## config.mk

```make
export PLATFORM = sky130hd
export DESIGN_NAME = ifu_fetch_queue_flat
export DESIGN_NICKNAME = d
export VERILOG_FILES = /design/src/rtl/ifu_fetch_queue_if.sv /design/src/rtl/ifu_fetch_queue.sv /design/src/flat_wrapper.sv
export SDC_FILE = /design/constraint.sdc
export NUM_CORES = 1
export LEC_CHECK = 0
export BUFFER_PORTS_ARGS = -buffer_cell sky130_fd_sc_hd__clkbuf_2
export CORE_UTILIZATION = 63
export CTS_BUF_LIST = sky130_fd_sc_hd__clkbuf_16
export CTS_CLUSTER_DIAMETER = 100
export DETAILED_ROUTE_END_ITERATION = 10
export GPL_ROUTABILITY_DRIVEN = 0
export PLACE_DENSITY_LB_ADDON = 0.2
export SETUP_SLACK_MARGIN = 0.5
export SLEW_MARGIN = 15
export SYNTH_ARGS = -nofsm -noshare
export SYNTH_HDL_FRONTEND = slang
export SYNTH_SLANG_ARGS = --single-unit
export TNS_END_PERCENT = 5
```

## constraint.sdc

```tcl
create_clock -name clk -period 3.75 [get_ports clk]
set_input_delay 0.375 -clock clk [delete_from_list [all_inputs] [get_ports clk]]
set_output_delay 0.375 -clock clk [all_outputs]
set_load 0.005 [all_outputs]
```

## src/rtl/ifu_fetch_queue_if.sv

```systemverilog
// Fetch-unit bus bundle: redirect input, instruction-memory request/response
// channel and the {pc, inst} stream toward decode.
interface ifu_fetch_queue_if #(
    parameter int XLEN     = 64,
    parameter int INST_LEN = 32
);
    logic                redirect_valid;
    logic [XLEN-1:0]     redirect_pc;
    logic                imem_req_valid;
    logic                imem_req_ready;
    logic [XLEN-1:0]     imem_req_addr;
    logic                imem_resp_valid;
    logic [INST_LEN-1:0] imem_resp_data;
    logic                out_valid;
    logic                out_ready;
    logic [XLEN-1:0]     out_pc;
    logic [INST_LEN-1:0] out_inst;

    modport master (
        input  redirect_valid, redirect_pc,
        output imem_req_valid, imem_req_addr,
        input  imem_req_ready,
        input  imem_resp_valid, imem_resp_data,
        output out_valid, out_pc, out_inst,
        input  out_ready
    );

    modport slave (
        output redirect_valid, redirect_pc,
        input  imem_req_valid, imem_req_addr,
        output imem_req_ready,
        output imem_resp_valid, imem_resp_data,
        input  out_valid, out_pc, out_inst,
        output out_ready
    );
endinterface

```

## src/rtl/ifu_fetch_queue.sv

```systemverilog
// Instruction fetch unit: owns the fetch PC, issues in-order word requests and
// buffers returned instructions with their PCs for decode; flushes on redirect.
//
//   state | meaning
//   RUN   | normal fetch; requests issue while the queue has room
//   DRAIN | after a redirect, discarding responses still owed by memory
module ifu_fetch_queue #(
    parameter int              XLEN     = 64,
    parameter int              INST_LEN = 32,
    parameter logic [XLEN-1:0] RESET_PC = 64'h8000_0000,
    parameter int              DEPTH    = 4
) (
    input  logic              clk,
    input  logic              rst,
    ifu_fetch_queue_if.master bus
);
    localparam int PW = $clog2(DEPTH);
    localparam int CW = PW + 1;

    typedef enum logic {RUN = 1'b0, DRAIN = 1'b1} state_t;

    state_t              state, state_nxt;
    logic [XLEN-1:0]     fetch_pc;
    logic [PW-1:0]       alloc_ptr, fill_ptr, head_ptr;
    logic [CW-1:0]       count, pend, drop_cnt, drop_nxt;
    logic [XLEN-1:0]     pc_mem   [DEPTH];
    logic [INST_LEN-1:0] inst_mem [DEPTH];
    logic                req_fire, resp_fire, out_fire, fill_en;

    // Gated by reset so no request is presented while the core is held in reset.
    assign bus.imem_req_valid = rst & (state == RUN) & (count < CW'(DEPTH));
    assign bus.imem_req_addr  = fetch_pc;
    // pend counts allocated-but-unfilled entries, so the head is filled when count > pend.
    assign bus.out_valid      = (count > pend);
    assign bus.out_pc         = pc_mem[head_ptr];
    assign bus.out_inst       = inst_mem[head_ptr];

    assign req_fire  = bus.imem_req_valid & bus.imem_req_ready;
    assign resp_fire = bus.imem_resp_valid;
    assign out_fire  = bus.out_valid & bus.out_ready;
    assign fill_en   = resp_fire & (state == RUN) & (pend != '0);

    always_ff @(posedge clk or negedge rst) begin
        if (!rst) begin
            state    <= RUN;
            drop_cnt <= '0;
        end else begin
            state    <= state_nxt;
            drop_cnt <= drop_nxt;
        end
    end

    always_comb begin
        state_nxt = state;
        drop_nxt  = drop_cnt;
        if (bus.redirect_valid) begin
            if (state == RUN) drop_nxt = pend + CW'(req_fire) - CW'(fill_en);
            else              drop_nxt = drop_cnt - CW'(resp_fire);
            state_nxt = (drop_nxt != '0) ? DRAIN : RUN;
        end else if ((state == DRAIN) && resp_fire) begin
            drop_nxt = drop_cnt - CW'(1);
            if (drop_nxt == '0) state_nxt = RUN;
        end
    end

    always_ff @(posedge clk or negedge rst) begin
        if (!rst) begin
            fetch_pc  <= RESET_PC;
            alloc_ptr <= '0;
            fill_ptr  <= '0;
            head_ptr  <= '0;
            count     <= '0;
            pend      <= '0;
            for (int i = 0; i < DEPTH; i++) begin
                pc_mem[i]   <= '0;
                inst_mem[i] <= '0;
            end
        end else begin
            if (req_fire) pc_mem[alloc_ptr] <= fetch_pc;
            if (fill_en)  inst_mem[fill_ptr] <= bus.imem_resp_data;
            if (bus.redirect_valid) begin
                fetch_pc  <= {bus.redirect_pc[XLEN-1:2], 2'b00};
                alloc_ptr <= '0;
                fill_ptr  <= '0;
                head_ptr  <= '0;
                count     <= '0;
                pend      <= '0;
            end else begin
                if (req_fire) fetch_pc <= fetch_pc + XLEN'(4);
                alloc_ptr <= alloc_ptr + PW'(req_fire);
                fill_ptr  <= fill_ptr + PW'(fill_en);
                head_ptr  <= head_ptr + PW'(out_fire);
                count     <= count + CW'(req_fire) - CW'(out_fire);
                pend      <= pend + CW'(req_fire) - CW'(fill_en);
            end
        end
    end
endmodule

```

## src/flat_wrapper.sv

```systemverilog
// flat-port wrapper written by rule: the top's interface ports become plain ports
module ifu_fetch_queue_flat 
#(
    parameter int              XLEN     = 64,
    parameter int              INST_LEN = 32,
    parameter logic [XLEN-1:0] RESET_PC = 64'h8000_0000,
    parameter int              DEPTH    = 4
)
  (clk, rst, bus_redirect_valid, bus_redirect_pc, bus_imem_req_valid, bus_imem_req_addr, bus_imem_req_ready, bus_imem_resp_valid, bus_imem_resp_data, bus_out_valid, bus_out_pc, bus_out_inst, bus_out_ready);
  ifu_fetch_queue_if #(.XLEN(XLEN), .INST_LEN(INST_LEN)) bus_i ();
  input  logic clk;
  input  logic rst;
  input wire logic [$bits(bus_i.redirect_valid)-1:0] bus_redirect_valid;
  input wire logic [$bits(bus_i.redirect_pc)-1:0] bus_redirect_pc;
  output wire logic [$bits(bus_i.imem_req_valid)-1:0] bus_imem_req_valid;
  output wire logic [$bits(bus_i.imem_req_addr)-1:0] bus_imem_req_addr;
  input wire logic [$bits(bus_i.imem_req_ready)-1:0] bus_imem_req_ready;
  input wire logic [$bits(bus_i.imem_resp_valid)-1:0] bus_imem_resp_valid;
  input wire logic [$bits(bus_i.imem_resp_data)-1:0] bus_imem_resp_data;
  output wire logic [$bits(bus_i.out_valid)-1:0] bus_out_valid;
  output wire logic [$bits(bus_i.out_pc)-1:0] bus_out_pc;
  output wire logic [$bits(bus_i.out_inst)-1:0] bus_out_inst;
  input wire logic [$bits(bus_i.out_ready)-1:0] bus_out_ready;
  assign bus_i.redirect_valid = bus_redirect_valid;
  assign bus_i.redirect_pc = bus_redirect_pc;
  assign bus_imem_req_valid = bus_i.imem_req_valid;
  assign bus_imem_req_addr = bus_i.imem_req_addr;
  assign bus_i.imem_req_ready = bus_imem_req_ready;
  assign bus_i.imem_resp_valid = bus_imem_resp_valid;
  assign bus_i.imem_resp_data = bus_imem_resp_data;
  assign bus_out_valid = bus_i.out_valid;
  assign bus_out_pc = bus_i.out_pc;
  assign bus_out_inst = bus_i.out_inst;
  assign bus_i.out_ready = bus_out_ready;
  ifu_fetch_queue #(.XLEN(XLEN), .INST_LEN(INST_LEN), .RESET_PC(RESET_PC), .DEPTH(DEPTH)) u_core (.clk(clk), .rst(rst), .bus(bus_i));
endmodule
```

# Word level (Yosys, flattened, before mapping)
# Index checks and enable logic that the tools add are counted.
[word_totals] regBits=464 in_bits=102 word_cells=80
[op_classes] n_addsub=10 order_cmp=7 n_mux=27 n_bitwise=10 reduce_logical=10
[op_table] cell="two-way mux 64 bit" n=5
[op_table] cell="bitwise mux 256 bit" n=1
[op_table] cell="binary-select mux 64 bit (select 2 bit)" n=1
[op_table] cell="bitwise mux 128 bit" n=1
[op_table] cell="demux 64 bit (select 2 bit)" n=1
[op_table] cell="two-way mux 32 bit" n=3
[op_table] cell="adder 64 x 3 -> 64 bit (second input constant)" n=1
[op_table] cell="binary-select mux 32 bit (select 2 bit)" n=1
[op_table] cell="demux 32 bit (select 2 bit)" n=1
[op_table] cell="two-way mux 3 bit" n=6
[op_table] cell=">= comparator 3 bit (second input constant)" n=3
[op_table] cell="inverter 2 -> 3 bit" n=3
[op_table] cell="subtractor 3 x 1 -> 3 bit" n=3
[op_table] cell="adder 2 x 1 -> 2 bit" n=3
[op_table] cell="adder 3 x 1 -> 3 bit" n=2
[op_table] cell="bitwise AND 1 bit" n=6
[op_table] cell="< comparator 3 x 1 -> 1 bit (second input constant)" n=2
[op_table] cell="two-way mux 2 bit" n=3
[op_table] cell="nonzero test 2 bit" n=3
[op_table] cell="nonzero test 3 bit" n=2
[op_table] cell="two-way mux 1 bit" n=4
[op_table] cell="> comparator 3 bit" n=1
[op_table] cell="logical AND 1 bit" n=3
[op_table] cell="zero test 3 bit" n=1
[op_table] cell="4 further kinds" n=4

# Longest topological paths before layout
[depth] ltp_word=11 depth_mapped=14

# Worst setup path before layout
# OpenSTA, ideal clock, no wires.
[synth_path] path_type="register to register" startpoint="register u_core.pend[1]" endpoint="register u_core.count[2]" setup_time_ps=132 t_arrival_ps=2316 required_ps=3618 slack_ps=1302 stages_incl_launch_ff=14 synth_period_minus_slack_ps=2448 path_cell_list="dfrtp_1 -> inv_1 -> ha_1 -> a21o_1 -> a21oi_1 -> a31oi_1 -> and2_1 -> ha_1 -> inv_1 -> ha_1 -> inv_1 -> fa_1 -> xnor2_1 -> nor2_1"
[synth_via] elab_chain_len=4
[synth_rtl] item="from (decl)" line="ifu_fetch_queue.sv:25" text="logic [CW-1:0] count, pend, drop_cnt, drop_nxt;"
[synth_rtl] item="from (signal assigned)" line="ifu_fetch_queue.sv:94" text="pend <= pend + CW'(req_fire) - CW'(fill_en);"
[synth_rtl] item="> comparator 3 bit" line="ifu_fetch_queue.sv:34" text="assign bus.out_valid = (count > pend);"
[synth_rtl] item="via bus_out_valid" line="flat_wrapper.sv:20" text="output wire logic [$bits(bus_i.out_valid)-1:0] bus_out_valid;"
[synth_rtl] item="bitwise AND 1 bit" line="ifu_fetch_queue.sv:40" text="assign out_fire = bus.out_valid & bus.out_ready;"
[synth_rtl] item="subtractor 3 x 1 -> 3 bit" line="ifu_fetch_queue.sv:93" text="count <= count + CW'(req_fire) - CW'(out_fire);"
[synth_rtl] item="two-way mux 3 bit" line="ifu_fetch_queue.sv:81" text="if (bus.redirect_valid) begin"
[synth_rtl] item="to (signal assigned)" line="ifu_fetch_queue.sv:93"
[synth_rtl] item="to (decl)" line="ifu_fetch_queue.sv:25"
# The timed path passes the listed nets, and every way through them passes these cells.
# A chain may end at the register's enable or synchronous reset.

# Worst setup path after layout
[layout_path] startpoint="input port rst" endpoint="register u_core.fetch_pc[28] (netlist: u_core.bus.imem_req_addr[28])"
[layout_via] elab_chain_len=4
[layout_rtl] item="from (decl)" line="flat_wrapper.sv:12" text="input logic rst;"
[layout_rtl] item="bitwise AND 1 bit (2 in a row)" line="ifu_fetch_queue.sv:31" text="assign bus.imem_req_valid = rst & (state == RUN) & (count < CW'(DEPTH));"
[layout_rtl] item="bitwise AND 1 bit" line="ifu_fetch_queue.sv:38" text="assign req_fire = bus.imem_req_valid & bus.imem_req_ready;"
[layout_rtl] item="nonzero test 2 bit (no source line)"
[layout_rtl] item="to (signal assigned)" line="ifu_fetch_queue.sv:82" text="fetch_pc <= {bus.redirect_pc[XLEN-1:2], 2'b00};"
[layout_rtl] item="to (signal assigned)" line="ifu_fetch_queue.sv:89" text="if (req_fire) fetch_pc <= fetch_pc + XLEN'(4);"
[layout_rtl] item="to (decl)" line="ifu_fetch_queue.sv:23" text="logic [XLEN-1:0] fetch_pc;"
# Every way passes these cells.

==> results.yml <==
critical_path:
  crit_fanout: 43
  path_buf_inv: 3
  path_cells: "dlygate4sd3_1, buf_8, nand4bb_1, clkinv_2, nand4_1, or4_1, xor2_1, o21ai_0"
  path_delay_family: "simple AND/OR/NAND/NOR gates"
  startpoint_type: "primary input"
  required_ns: 4.21
  arrival_ns: 3.59
  critPathKind: "in2reg"
  cp-end-kind: "flop"
  max_stage_delay_ns: 0.70
  worst_path_max_delay_cell: "or4_1"
min_path:
  hold_class: "in2reg"
synth:
  synth_cell_type_count: 52
  synth_async_sr_flop_share_pct: 100.0
  synth-edff-count: 0
  mappedNetlistArea_sq_mm: 0.02089
  ys_seq_elements: 454
  synth_flop_cell: "dfrtp_1"
  syn_inst: 1497
  yosysSeqAreaShare_pct: 54.39
  ys_warn_count: 0
  syn_area_per_cell_sq_um: 13.95
global_route:
  gr-max-usage-layer: "met2"
  grt_pass1_wl_mm: 77.16
  antenna_found_initial: 2
  track_usage_pct: 29.57
  met3_usage_pct: 4.821
  met1_usage_pct: 40.34
  use_met2_pct: 48.03
  grt_overflow: 0
  grt_pass1_vias: 14235
  grt_max_degree: 200
clock_network:
  numClockSinks: 454
  htreeDepth: 2
  clockBufferDepth: 3
  cts_tree: "done"
  clk_latency_ns: 0.55
  clock-root-buffer: "clkbuf_16"
  clk_pin_slew_ns: 0.07
  post_cts_buffers: 0
  cts_buffers: 46
route:
  firstDrtPassIters: 5
  wl_per_cell_um: 22.24
  drc_errors: 0
  drt-total-wl_mm: 48.63
  vias_per_cell: 6.148
  vias: 13445
  drtIter0Drc: 818
  ant_nets: 0
sta:
  fin_crit_sh_pct: 83.40
  fmax_ghz: 0.3197
  tns_ns: 0
  hold_violations: 0
  tightest_slew_ns: 1.186
  finalMaxSlewViolations: 0
  grt_setup_unrepaired: "yes"
  fin_skew_ns: 0.01236
  setup_viol: 0
  timing.slew.headroom_pct: 20.93
  min_period_ns: 3.128
power:
  ir_drop_mv: 0.4128
  p_clk_share_pct: 29.7
  p_per_area_mw_per_mm2: 594.0
  combPwrFrac_pct: 25.0
  leakagePower_nw: 11.40
  swShare_pct: 28.10
  net-switching-power_mw: 3.994
  seq_power_share_pct: 45.2
  internal_power_mw: 10.22
floorplan:
  dieArea_sq_mm: 0.03389
  die_y_um: 184.1
  rows: 66
  die_w_um: 184.1
  core-area_sq_mm: 0.03262
  start_util_pct: 64.04
  ios: 264
place:
  dp_hpwl_mm: 30.98
  dp_cells: 2106
  io_buffers: 257
final_layout:
  final_layout_size_suffix_gt1_share_pct: 46.76
  regArea_sq_mm: 0.01137
  stdcell_count: 2187
  nNetsFinal: 1830
  fillers: 2175
  fin_util_pct: 73.36
  area_growth_syn_to_layout_pct: 14.55
  multiInputGateArea_sq_mm: 0.009015
status:
  status: "finished, final reports clean"
flow_run:
  drv_cap: 0
==> registers in the layout, indices dropped and copies added (netlist names) <==
name                      cells
u_core.inst_mem             128
u_core.drop_cnt               3
u_core.fill_ptr               2
u_core.alloc_ptr              2
u_core.state                  1
u_core.pend                   3
u_core.bus.imem_req_addr     62
u_core.head_ptr               2
u_core.pc_mem               248
u_core.count                  3
==> cell type report <==
type | instances | share of cell area [%]
antenna | 2 | 0.02092
clock buffer | 47 | 4.915
clock inverter | 31 | 0.7739
inverter | 18 | 0.2876
multi-input combinational | 912 | 37.67
sequential | 454 | 47.51
tap | 442 | 2.311
timing repair buffer | 281 | 6.505
==> power groups by stage <==
stage / logic [mW] / clock network (mW) / registers [mW]
after global placement: 3.49 / 0 / 6.42
after CTS: 3.60 / 4.29 / 6.42
final: 3.56 / 4.23 / 6.43
after floorplan: 2.40 / 0 / 6.18
after detailed placement: 3.58 / 0 / 6.49
after global routing: 3.89 / 4.49 / 6.55
==> tightest hold or removal path, delay by kind of cell <==
family | cells | cell delay [ns]
compound gates | 1 | 0.06
buf+inv | 1 | 0.07
simple gates | 1 | 0.04
==> worst paths after layout <==
path                                                 to                start  slack [ns]  cells after the start
min                        u_core.bus.imem_req_addr[37]  bus_redirect_pc[37]        0.04                      3
max                        u_core.bus.imem_req_addr[28]                  rst        0.62                      8
max in group asynchronous            u_core.pc_mem[117]                  rst        1.98                      3
max reg2reg                u_core.bus.imem_req_addr[28]         u_core.state        0.78                      6
min reg2reg                          u_core.pc_mem[170]   u_core.pc_mem[170]        0.48                      2
min in group asynchronous           u_core.inst_mem[93]                  rst        0.31                      2
==> timing repair <==
action                                 CTS  global route
endpoints found under the hold margin   38             0
resized for setup                        0             1
setup endpoints to repair                0             5
hold buffers                             1             0
==> placed cells by master, fill, tap and decap left out, types with 3 or more instances in the layout <==
cell       Yosys  layout
or2_2          4       4
o21ai_0       68      68
or3_1         10      10
mux4_2        94      94
conb_1         1       4
nand2_1       93      92
nor2_1        42      41
mux2_2       360     360
clkinv_1       0       8
clkbuf_2       2     255
xnor2_1       24      24
mux2i_1        6       6
clkinv_2       1       7
nor3_1        10       8
a31oi_1       17      17
mux2_1         3       3
a21oi_1        4       4
dfrtp_1      453     451
nand4_1       34      34
ha_1          13      13
and3_1        10      10
or4_1         11      11
nor3_2         1       3
nand3_1       25      23
and4_1         4       3
clkbuf_16      0      47
xor2_1        28      28
inv_1         16      29
o31ai_1        4       4
nor4_1        10      10
buf_4          4      18
nor2b_1        6       6
a211o_1        3       3
buf_12         0       6
==> logic make-up after synthesis <==
group / Yosys count / share of synthesized area [%]
xor gates and xnor gates: 52 / 2.180
buffers and inverters: 134 / 2.743
AOI/OAI and AO/OA: 104 / 2.803
and+or+nand+nor: 274 / 6.906
muxes: 463 / 29.99
DFF: 454 / 54.39
adders and majority gates: 15 / 0.9703
other: 1 / 0.01795
==> layer usage <==
metal,routed length (um),up-vias
li1,-,5905
met1,20330,7037
met2,23930,395
met3,2578,108
met4,1800,0
met5,0,-
==> metrics by stage <==
stage               setup WS, ns  hold WS [ns]  area (sq um)  power [mW]
finish                    0.6224       0.04079         23930       14.21
global route              0.4782       0.03815         23930       14.92
floorplan                  1.302       0.07941         20900       8.586
CTS                       0.5897       0.02132         23920       14.31
global placement          0.6616        0.2850         22550       9.909
detailed placement        0.6247        0.2863         22550       10.07
==> cells in the mapped netlist (2+ instances only) <==
cell type	instances	area share [%]
xnor2_1	24	1.0
o21ai_0	68	1.6
mux2i_1	6	0.29
a21oi_1	4	0.096
xor2_1	28	1.2
nand3b_1	2	0.072
or4_1	11	0.40
and2_1	2	0.060
nand2_1	93	1.7
clkbuf_2	2	0.048
buf_1	16	0.29
and3_1	10	0.30
or3_1	10	0.30
inv_1	16	0.29
nor4_1	10	0.30
nor4_4	2	0.20
nor3_1	10	0.24
fa_1	2	0.19
mux2_1	3	0.16
nor3b_1	2	0.072
o31ai_1	4	0.14
buf_2	41	0.98
buf_4	4	0.14
or2_2	4	0.12
a31oi_1	17	0.51
o211ai_1	2	0.072
ha_1	13	0.78
nand3_1	25	0.60
dfrtp_1	453	54
a22oi_1	2	0.072
nor2b_1	6	0.18
nor2_1	42	0.75
mux2_2	360	19
and4_1	4	0.17
a211o_1	3	0.13
mux4_2	94	10
clkbuf_1	53	0.95
nand4_1	34	1.0
a21o_1	2	0.072
(Power assumes the default switching activity.)
